===== src/rtl/valu_issue_ctrl.sv =====
// rtl/valu_issue_ctrl.sv - single-issue vector ALU sequencer: VRF read, ALU execute, VRF writeback
module valu_issue_ctrl #(
  parameter int DATA_WIDTH = 32,
  parameter int ELEMENTS   = 8,
  parameter int NUM_VREGS  = 32,
  localparam int ADDR_W    = $clog2(NUM_VREGS),
  localparam int VEC_W     = DATA_WIDTH * ELEMENTS
) (
  input  logic              clk_in,
  input  logic              rst_n_in,
  input  logic              flush_in,
  input  logic              issue_valid_in,
  output logic              issue_ready_o,
  input  logic [3:0]        issue_op_in,
  input  logic [ADDR_W-1:0] issue_vd_in,
  input  logic [ADDR_W-1:0] issue_vs1_in,
  input  logic [ADDR_W-1:0] issue_vs2_in,
  output logic              vrf_rd_en_o,
  output logic [ADDR_W-1:0] vrf_rs1_addr_o,
  output logic [ADDR_W-1:0] vrf_rs2_addr_o,
  input  logic [VEC_W-1:0]  vrf_rs1_data_in,
  input  logic [VEC_W-1:0]  vrf_rs2_data_in,
  output logic [3:0]        valu_op_o,
  output logic [VEC_W-1:0]  valu_vrs1_o,
  output logic [VEC_W-1:0]  valu_vrs2_o,
  input  logic [VEC_W-1:0]  valu_res_in,
  output logic              vrf_wr_en_o,
  input  logic              vrf_wr_ready_in,
  output logic [ADDR_W-1:0] vrf_wr_addr_o,
  output logic [VEC_W-1:0]  vrf_wr_data_o,
  output logic              busy_o,
  output logic              done_o,
  output logic              err_o
);

  localparam logic [3:0] OP_VADD = 4'b0000;

  typedef enum logic [1:0] {S_IDLE, S_READ, S_EXEC, S_WB} state_t;

  state_t            state_q, state_d;
  logic [3:0]        op_q;
  logic [ADDR_W-1:0] vd_q, vs1_q, vs2_q;
  logic [VEC_W-1:0]  res_q;
  logic              done_q, err_q;
  logic              accept;
  logic              wr_fire;

  always_comb begin
    state_d        = state_q;
    issue_ready_o  = (state_q == S_IDLE) && !flush_in;
    accept         = issue_valid_in && issue_ready_o;
    vrf_rd_en_o    = 1'b0;
    vrf_rs1_addr_o = '0;
    vrf_rs2_addr_o = '0;
    valu_op_o      = '0;
    valu_vrs1_o    = '0;
    valu_vrs2_o    = '0;
    vrf_wr_en_o    = 1'b0;
    vrf_wr_addr_o  = '0;
    vrf_wr_data_o  = '0;
    case (state_q)
      S_IDLE: begin
        if (accept && issue_op_in == OP_VADD) state_d = S_READ;
      end
      S_READ: begin
        vrf_rd_en_o    = 1'b1;
        vrf_rs1_addr_o = vs1_q;
        vrf_rs2_addr_o = vs2_q;
        state_d        = S_EXEC;
      end
      S_EXEC: begin
        valu_op_o   = op_q;
        valu_vrs1_o = vrf_rs1_data_in;
        valu_vrs2_o = vrf_rs2_data_in;
        state_d     = S_WB;
      end
      S_WB: begin
        // A flush must win over a coincident grant so no partial write escapes.
        vrf_wr_en_o   = !flush_in;
        vrf_wr_addr_o = vd_q;
        vrf_wr_data_o = res_q;
        if (vrf_wr_ready_in) state_d = S_IDLE;
      end
      default: state_d = S_IDLE;
    endcase
    if (flush_in) state_d = S_IDLE;
    wr_fire = vrf_wr_en_o && vrf_wr_ready_in;
  end

  always_ff @(posedge clk_in or negedge rst_n_in) begin
    if (!rst_n_in) begin
      state_q <= S_IDLE;
      op_q    <= '0;
      vd_q    <= '0;
      vs1_q   <= '0;
      vs2_q   <= '0;
      res_q   <= '0;
      done_q  <= 1'b0;
      err_q   <= 1'b0;
    end else begin
      state_q <= state_d;
      done_q  <= wr_fire;
      err_q   <= accept && (issue_op_in != OP_VADD);
      if (accept) begin
        op_q  <= issue_op_in;
        vd_q  <= issue_vd_in;
        vs1_q <= issue_vs1_in;
        vs2_q <= issue_vs2_in;
      end
      if (state_q == S_EXEC) res_q <= valu_res_in;
    end
  end

  assign busy_o = (state_q != S_IDLE);
  assign done_o = done_q;
  assign err_o  = err_q;

endmodule

===== config.mk =====
export PLATFORM = sky130hd
export DESIGN_NAME = valu_issue_ctrl
export DESIGN_NICKNAME = d
export VERILOG_FILES = /design/src/rtl/valu_issue_ctrl.sv
export SDC_FILE = /design/constraint.sdc
export NUM_CORES = 1
export LEC_CHECK = 0
export BUFFER_PORTS_ARGS = -buffer_cell sky130_fd_sc_hd__buf_2
export CORE_AREA = 10 10 607 609
export DETAILED_ROUTE_END_ITERATION = 6
export DIE_AREA = 0 0 617 619
export GPL_ROUTABILITY_DRIVEN = 0
export SYNTH_ARGS = -nofsm -noshare
export SYNTH_HDL_FRONTEND = slang
export SYNTH_SLANG_ARGS = --single-unit

===== constraint.sdc =====
create_clock -name clk_in -period 4.9 [get_ports clk_in]
set_input_delay 0.245 -clock clk_in [delete_from_list [all_inputs] [get_ports clk_in]]
set_output_delay 0.245 -clock clk_in [all_outputs]
set_load 0.05 [all_outputs]

# Word-level counts from Yosys, hierarchy flattened
# Index checks and enable logic that the tools add are counted.
# W data, S select, Z words.
[totals] inputBits=792 ff_bits=279 output_inout_bits=793 wordCells=37
[op_classes] mux=13 reduce_logical=11 n_eq_ne=5
[ops] operator="$mux W256" count=3
[ops] operator="$mux W5" count=3
[ops] operator="$pmux W2 S4" count=1
[ops] operator="$mux W2" count=3
[ops] operator="$logic_and A1 B1 Y1" count=5
[ops] operator="$eq A2 B2 Y1 const B" count=2
[ops] operator="$logic_not A4 Y1" count=1
[ops] operator="$mux W4" count=1
[ops] operator="$reduce_bool A4 Y1" count=1
[ops] operator="$ne A3 B2 Y1 const B" count=1
[ops] operator="$ne A3 B3 Y1 const B" count=1
[ops] operator="$eq A2 B1 Y1 const B" count=1
[ops] operator="$logic_not A2 Y1" count=1
[ops] operator="$mux W1" count=2
[ops] operator="$reduce_and A2 Y1" count=1
[ops] operator="$reduce_bool A2 Y1" count=1
[ops] operator="$logic_not A1 Y1" count=1

# Depth between registers and ports, before layout
# Gate-level depths: netlist (run 1).
[logic_depth] depth_word=7 mapped_depth=6 mapped_depth_nobuf=5

# Worst setup path before layout (run 1)
# No wires, ideal clock.
[synth_path] path_type="reg-to-reg" startpoint="register state_q[0]" endpoint="register vd_q[0]" n_path_buf=1 t_required_ns=4.775 setup_ns=0.125 period_less_slack_ns=1.872 stages_incl_launch_ff=7 arrival_time_ns=1.747 slack_ns=3.028 cell_sequence="dfrtp_1 inv_1 ha_1 and2b_1 nand2_2 buf_6 mux2_4"
[synth_via] elab_chain_len=3
[synth_lines] element="start: declaration" line_no="40" text="state_t state_q, state_d;"
[synth_lines] element="start signal: assignment" line_no="101" text="state_q <= state_d;"
[synth_lines] element="$logic_not A2 Y1" line_no="50" text="issue_ready_o = (state_q == S_IDLE) && !flush_in;"
[synth_lines] element="$logic_and A1 B1 Y1" line_no="50"
[synth_lines] element="named net issue_ready_o" line_no="13" text="output logic issue_ready_o,"
[synth_lines] element="$logic_and A1 B1 Y1" line_no="51" text="accept = issue_valid_in && issue_ready_o;"
[synth_lines] element="end signal: assignment" line_no="106" text="vd_q <= issue_vd_in;"
[synth_lines] element="end: declaration" line_no="42" text="logic [ADDR_W-1:0] vd_q, vs1_q, vs2_q;"
# The timed path passes the listed nets, and every way through them passes these cells.
# A chain may end at the register's enable or synchronous reset.

# Final worst setup path (run 1)
[layout_path] startpoint="register state_q[0]" endpoint="output port vrf_wr_data_o[179]"
[layout_via] elab_chain_len=2
[layout_lines] element="$eq A2 B2 Y1" line_no="61" text="case (state_q)"
[layout_lines] element="$mux W256" line_no="61"
[layout_lines] element="end: declaration" line_no="30" text="output logic [VEC_W-1:0] vrf_wr_data_o,"
# Every way passes these cells.

==> reports/qor.csv, run 1 <==
metric,value,unit
status,finished clean,
DR pass1 iterations,5,
CP Capture Type,primary output,
post-synthesis cell type count,24,
Period minus WS final,3.42,ns
crit-path cells,ha_4 > buf_4 > and2_1 > buf_2,
"Avg Cell Area, Syn",10.7,um^2
Netlist Area Pre-Place,15900,um^2
Register-to-Register Path Depth,5,
grt ovf,0,
vias in the first global route,20635,
ys async rst share,100,%
dpl hpwl,291,mm
Die X,617,um
DRC,0,
WL per Instance,37.4,um
P per Cell Area,209,nW/um^2
Worst-Margin Slew,0.928,ns
mux share of post-synthesis cell area,19.9,%
Skew-Pair Late Insertion Delay,0.61,ns
"Seq/Total Area, Yosys",43.9,%
full die area,382000,um^2
Post-synth EDFFs,0,
fraction of the mapped netlist area in adder cells,0.393,%
port bufs,1584,
top post-synthesis cells by area,"dfrtp_1 (44%), and2_1 (31%), mux2_2 (18%)",
Yosys warning count,0,
crit path kind,reg2out,
vias per cell,2.62,
Worst setup SP type,register,
Clock Pin Slew Worst Setup and Hold Paths,0.07,ns
MaxCap Viol Count,0,
Synth-to-Final Area Change,114,%
"antenna viol nets, final",0,
Iter 0 DRT Violations,2191,
first-pass GRT wire length,354,mm
top-count cell post-synth,and2_1,
CTS tree,done,
share of cells above drive strength 1,58.7,%
Rel. slew slack,38.1,%
crit-path max cell delay,0.67,ns
Max Clock Freq,293,MHz
worst hold margin,0.267,ns
Worst EP arrival,3.17,ns
clk root buf,clkbuf_16,
xor and xnor fraction of the mapped netlist area,0,%
ys flop type,dfrtp_1,
Crit. path cell count,4,
final setup skew,0.0288,ns
Clock Sinks,279,
largest family of logic cells by synthesized area,simple AND/OR/NAND/NOR gates,
Cell Rows,219,
post-synthesis simple-gate area fraction,31.4,%
crit path buf inv count,2,
GRT Total Usage,15.4,%
worst vdd ir,204,uV
Compound-Gate Fraction of Synth Area,0.338,%
net count after synthesis,2281,
initial core utilization,4.48,%
Synth top area share,43.9,%
Setup TNS Final,0,ns
Hold Crit Class,in2async,
cell taking the most area after synthesis,dfrtp_1,
Leak,17.1,nW
CP max-delay cell,ha_4,
Fin. Hold Viols,0,
H-tree lvl count,2,
core box area,355000,um^2
largest delay contributor family on the critical path,buffers and inverters,
initial antenna violation count,484,
Syn Inst Count,1484,
CP max FO,72,
Max Slew Vio Count,0,
synth cell count leaders,"and2_1 (788), dfrtp_1 (279), mux2_2 (256)",
Synth Register Bits,279,
Vias,21755,
final setup fails,0,
largest net degree at the start of global routing,158,
Clock Path Buffers,3,
Die Ht,619,um
RSZ-0062 raised after global routing,false,
CTS buffer count,36,
I/O Pins,1585,
period utilization,69.7,%
CP Data Required Time,4.66,ns
Routed WL,310,mm
final net count,4091,
==> metrics by stage <==
| step | power, mW | util [%] | instances | setup WS, ns | instance area (um^2) |
|---|---|---|---|---|---|
| floorplan | 3.30 | - | 1484 | 3.03 | 15900 |
| global placement | 4.11 | 8.31 | 7727 | 2.00 | 29500 |
| detailed placement | 4.14 | 8.31 | 7727 | 2.01 | 29500 |
| CTS | 7.29 | 9.43 | 8066 | 1.35 | 33500 |
| global route | 7.43 | 9.45 | 8105 | 1.31 | 33600 |
| finish | 7.11 | 9.59 | 8293 | 1.48 | 34100 |
==> final timing paths <==
| check | start | endpoint | slack (ns) |
|---|---|---|---|
| worst max-delay path | state_q[0]$_DFFE_PN0P_ | vrf_wr_data_o[179] | 1.48 |
| worst min-delay path | rst_n_in | res_q[110]$_DFFE_PN0N_ | 0.27 |
| worst max register to register | state_q[0]$_DFFE_PN0P_ | res_q[136]$_DFFE_PN0N_ | 2.09 |
| worst min register to register | res_q[218]$_DFFE_PN0N_ | res_q[218]$_DFFE_PN0N_ | 0.50 |
| max in group asynchronous | rst_n_in | res_q[124]$_DFFE_PN0N_ | 3.29 |
| min in group clk_in | valu_res_in[110] | res_q[110]$_DFFE_PN0N_ | 0.40 |
==> sequential cells by signal, indices dropped and copies added, names as in the netlist <==
register,flops
res_q,256
vd_q,5
vs1_q,5
vs2_q,5
op_q,4
state_q,2
done_o,1
err_o,1
==> layout make-up <==
cell class / count / area [um^2]
clock buffers: 39 / 922
clock inverters: 20 / 259
fillers: 41310 / 321000
repair buffers: 1889 / 11100
inverters: 3 / 11.3
well taps: 4751 / 5940
diodes: 227 / 568
flip-flops and latches: 279 / 6980
multi-input cells: 1085 / 8310
==> layer usage <==
layer  track usage (%)  vias to the layer above  part of all wire [%]
met5             0.370                        -                  0.70
met4              4.90                      290                   4.4
met3              14.4                      833                    19
met2              23.0                     1914                    42
met1              15.1                    10084                    34
li1                  -                     8634                     -
==> power breakdown <==
group          total (mW)  internal, mW  switching [mW]
clock                2.81          1.59            1.23
combinational        1.32         0.696           0.622
sequential           2.97          2.67           0.300
total                7.11          4.96            2.15
==> timing repair <==
action,CTS,global route
resized for setup,0,0
hold buffers,280,0
setup buffers,0,0
endpoints found under the hold margin,373,0
==> cell families after synthesis <==
| group | count (synthesis) |
|---|---|
| multiplexers | 275 |
| AO/OA/AOI/OAI | 6 |
| AND/OR/NAND/NOR | 799 |
| flip-flops | 279 |
| buffers and inverters | 120 |
| adder cells (fa/ha/maj) | 5 |
==> cell usage in the layout (no fill, tap or decap), types with 2 or more instances in the layout <==
cell,n
and2_1,788
buf_12,12
buf_2,1583
buf_4,13
bufinv_16,4
clkbuf_1,2
clkbuf_16,36
clkinv_2,6
clkinv_4,2
clkinvlp_4,2
dfrtp_1,279
diode_2,227
dlygate4sd3_1,280
ha_1,3
ha_4,2
inv_1,3
inv_6,4
mux2_2,256
mux2_4,19
nor2b_1,3
nor4_1,2
(Power assumes the default switching activity.)
==> run 2, diff against run 1 <==
- CORE_AREA: 10 10 607 609 -> 10 10 612 614
- DIE_AREA: 0 0 617 619 -> 0 0 622 624
- clock period: 4.9 -> 2.9 ns (I/O delays scaled with it)
==> reports/qor.csv, run 2 (synthesized netlist as in run 1, its figures left out) <==
metric,value,unit
Period minus WS final,2.80,ns
CTS tree,done,
final net count,4105,
Clock Pin Slew Worst Setup and Hold Paths,0.06,ns
worst reg2reg path startpoint,state_q[1]$_DFFE_PN0P_,
worst vdd ir,327,uV
initial antenna violation count,466,
Worst EP arrival,2.65,ns
Worst Hold Path EP,state_q[0]$_DFFE_PN0P_,
Worst Hold Launch,issue_valid_in,
WL per Instance,35.8,um
full die area,388000,um^2
crit-path cells,inv_1 > ha_4 > buf_12 > buf_12 > buf_12 > and2_1 > buf_2,
"Core Util, Final",9.50,%
switching share of power,31.2,%
core box area,362000,um^2
Max Slew Vio Count,0,
H-tree lvl count,2,
RSZ-0062 raised after global routing,false,
Max Clock Freq,358,MHz
CP Capture Type,primary output,
Gate power share,18.4,%
Register-to-Register Path Depth,5,
Die X,622,um
reg2reg setup slack,0.81,ns
vias in the first global route,20683,
vias per cell,2.58,
CTS buffer count,36,
I/O Pins,1585,
WHS Path Cells,4,
Rel. slew slack,52.3,%
Setup TNS Final,0,ns
grt ovf,0,
r2r endpoint,vd_q[0]$_DFFE_PN0P_,
P_int,8.25,mW
Hold Crit Class,in2reg,
Worst setup SP type,register,
MaxCap Viol Count,0,
Largest register FFs,256,
initial core utilization,4.40,%
DP Cell Count,7780,
final setup skew,0.0338,ns
DRC,0,
sequential share of power,42.7,%
crit-path max cell delay,0.43,ns
final setup fails,0,
status,finished clean,
Clock power frac,38.9,%
"commonest non-fill, non-tap cell in the layout",buf_2,
first-pass GRT wire length,344,mm
Finished Layout Cells,8365,
dpl hpwl,280,mm
CP most frequent cell,buf_12,
crit path buf inv count,5,
Vias,21611,
Clock Sinks,279,
Die Ht,624,um
share of cells above drive strength 1,59.0,%
largest delay contributor family on the critical path,buffers and inverters,
Iter 0 DRT Violations,1760,
Fin. Hold Viols,0,
port bufs,1584,
Synth-to-Final Area Change,116,%
"commonest cells after routing, fill and taps aside","buf_2 (1581), and2_1 (786), dfrtp_1 (279)",
total power draw,12.0,mW
Clock Path Buffers,3,
switching power,3.74,mW
CP max FO,63,
Worst-Margin Slew,0.720,ns
largest net degree at the start of global routing,102,
"antenna viol nets, final",0,
Skew-Pair Late Insertion Delay,0.60,ns
P per Cell Area,349,nW/um^2
largest reg by FF count,res_q,
CP max-delay cell,dfrtp_1,
GRT Total Usage,14.6,%
crit path kind,reg2out,
Routed WL,299,mm
Leak,17.2,nW
clk root buf,clkbuf_16,
Cell Rows,221,
CP Data Required Time,2.76,ns
period utilization,96.5,%
DR pass1 iterations,5,
-- run 2: worst max path at each step --
stage	start	to	slack, ns	depth (start not counted)
3_5_place_dp	state_q[0]$_DFFE_PN0P_	valu_vrs1_o[249]	0.29	5
4_1_cts	state_q[0]$_DFFE_PN0P_	valu_vrs1_o[235]	0.05	7
6_report	state_q[0]$_DFFE_PN0P_	valu_vrs1_o[234]	0.10	7
2_1_floorplan	state_q[0]$_DFFE_PN0P_	vd_q[0]$_DFFE_PN0P_	1.03	6
5_1_grt	state_q[1]$_DFFE_PN0P_	vrf_wr_data_o[119]	0.006	5
3_3_place_gp	state_q[0]$_DFFE_PN0P_	valu_vrs1_o[249]	0.27	5
-- run 2: layer usage --
metal	part of all wire, %	track usage [%]	vias up
li1	-	-	8683
met1	33	14.1	10021
met3	18	11.9	751
met5	0.47	0	-
met4	4.5	4.91	216
met2	44	23.4	1940
-- run 2: cell type report --
class | instances | area [um^2]
antenna | 236 | 591
clock buffer | 46 | 988
clock inverter | 19 | 189
fill | 42085 | 327000
inverter | 3 | 11.3
multi-input combinational | 1085 | 8310
sequential | 279 | 6980
tap | 4794 | 6000
timing repair buffer | 1903 | 11300
-- run 2: repair_timing --
| item | CTS | global route |
|---|---|---|
| gates resized for setup | 3 | 0 |
| buffers inserted | 6 | 0 |
| hold endpoints to repair | 350 | 0 |
| endpoints found under the setup margin | 306 | 0 |
| hold buffers | 278 | 0 |
-- run 2: tightest hold or removal path, cell delays in order --
cell	delay, ns
buf_2	0.13
nor2b_1	0.06
nor4_1	0.18
a211oi_1	0.11
-- run 2: power groups by stage --
stage	Clock (mW)	Combinational (mW)	Sequential, mW
2_1_floorplan	0	0.810	4.76
3_3_place_gp	0	1.79	5.13
3_5_place_dp	0	1.83	5.13
4_1_cts	4.87	2.27	5.07
5_1_grt	4.95	2.39	5.15
6_report	4.66	2.21	5.11
-- run 2: through the flow --
step | worst slack [ns] | instance area (um^2) | hold slack, ns
2_1_floorplan | 1.03 | 15900 | -0.151
3_3_place_gp | 0.267 | 29700 | 0.204
3_5_place_dp | 0.286 | 29700 | 0.210
4_1_cts | 0.0466 | 33800 | 0.0163
5_1_grt | 0.00585 | 34000 | 0.0690
6_report | 0.103 | 34400 | 0.0685
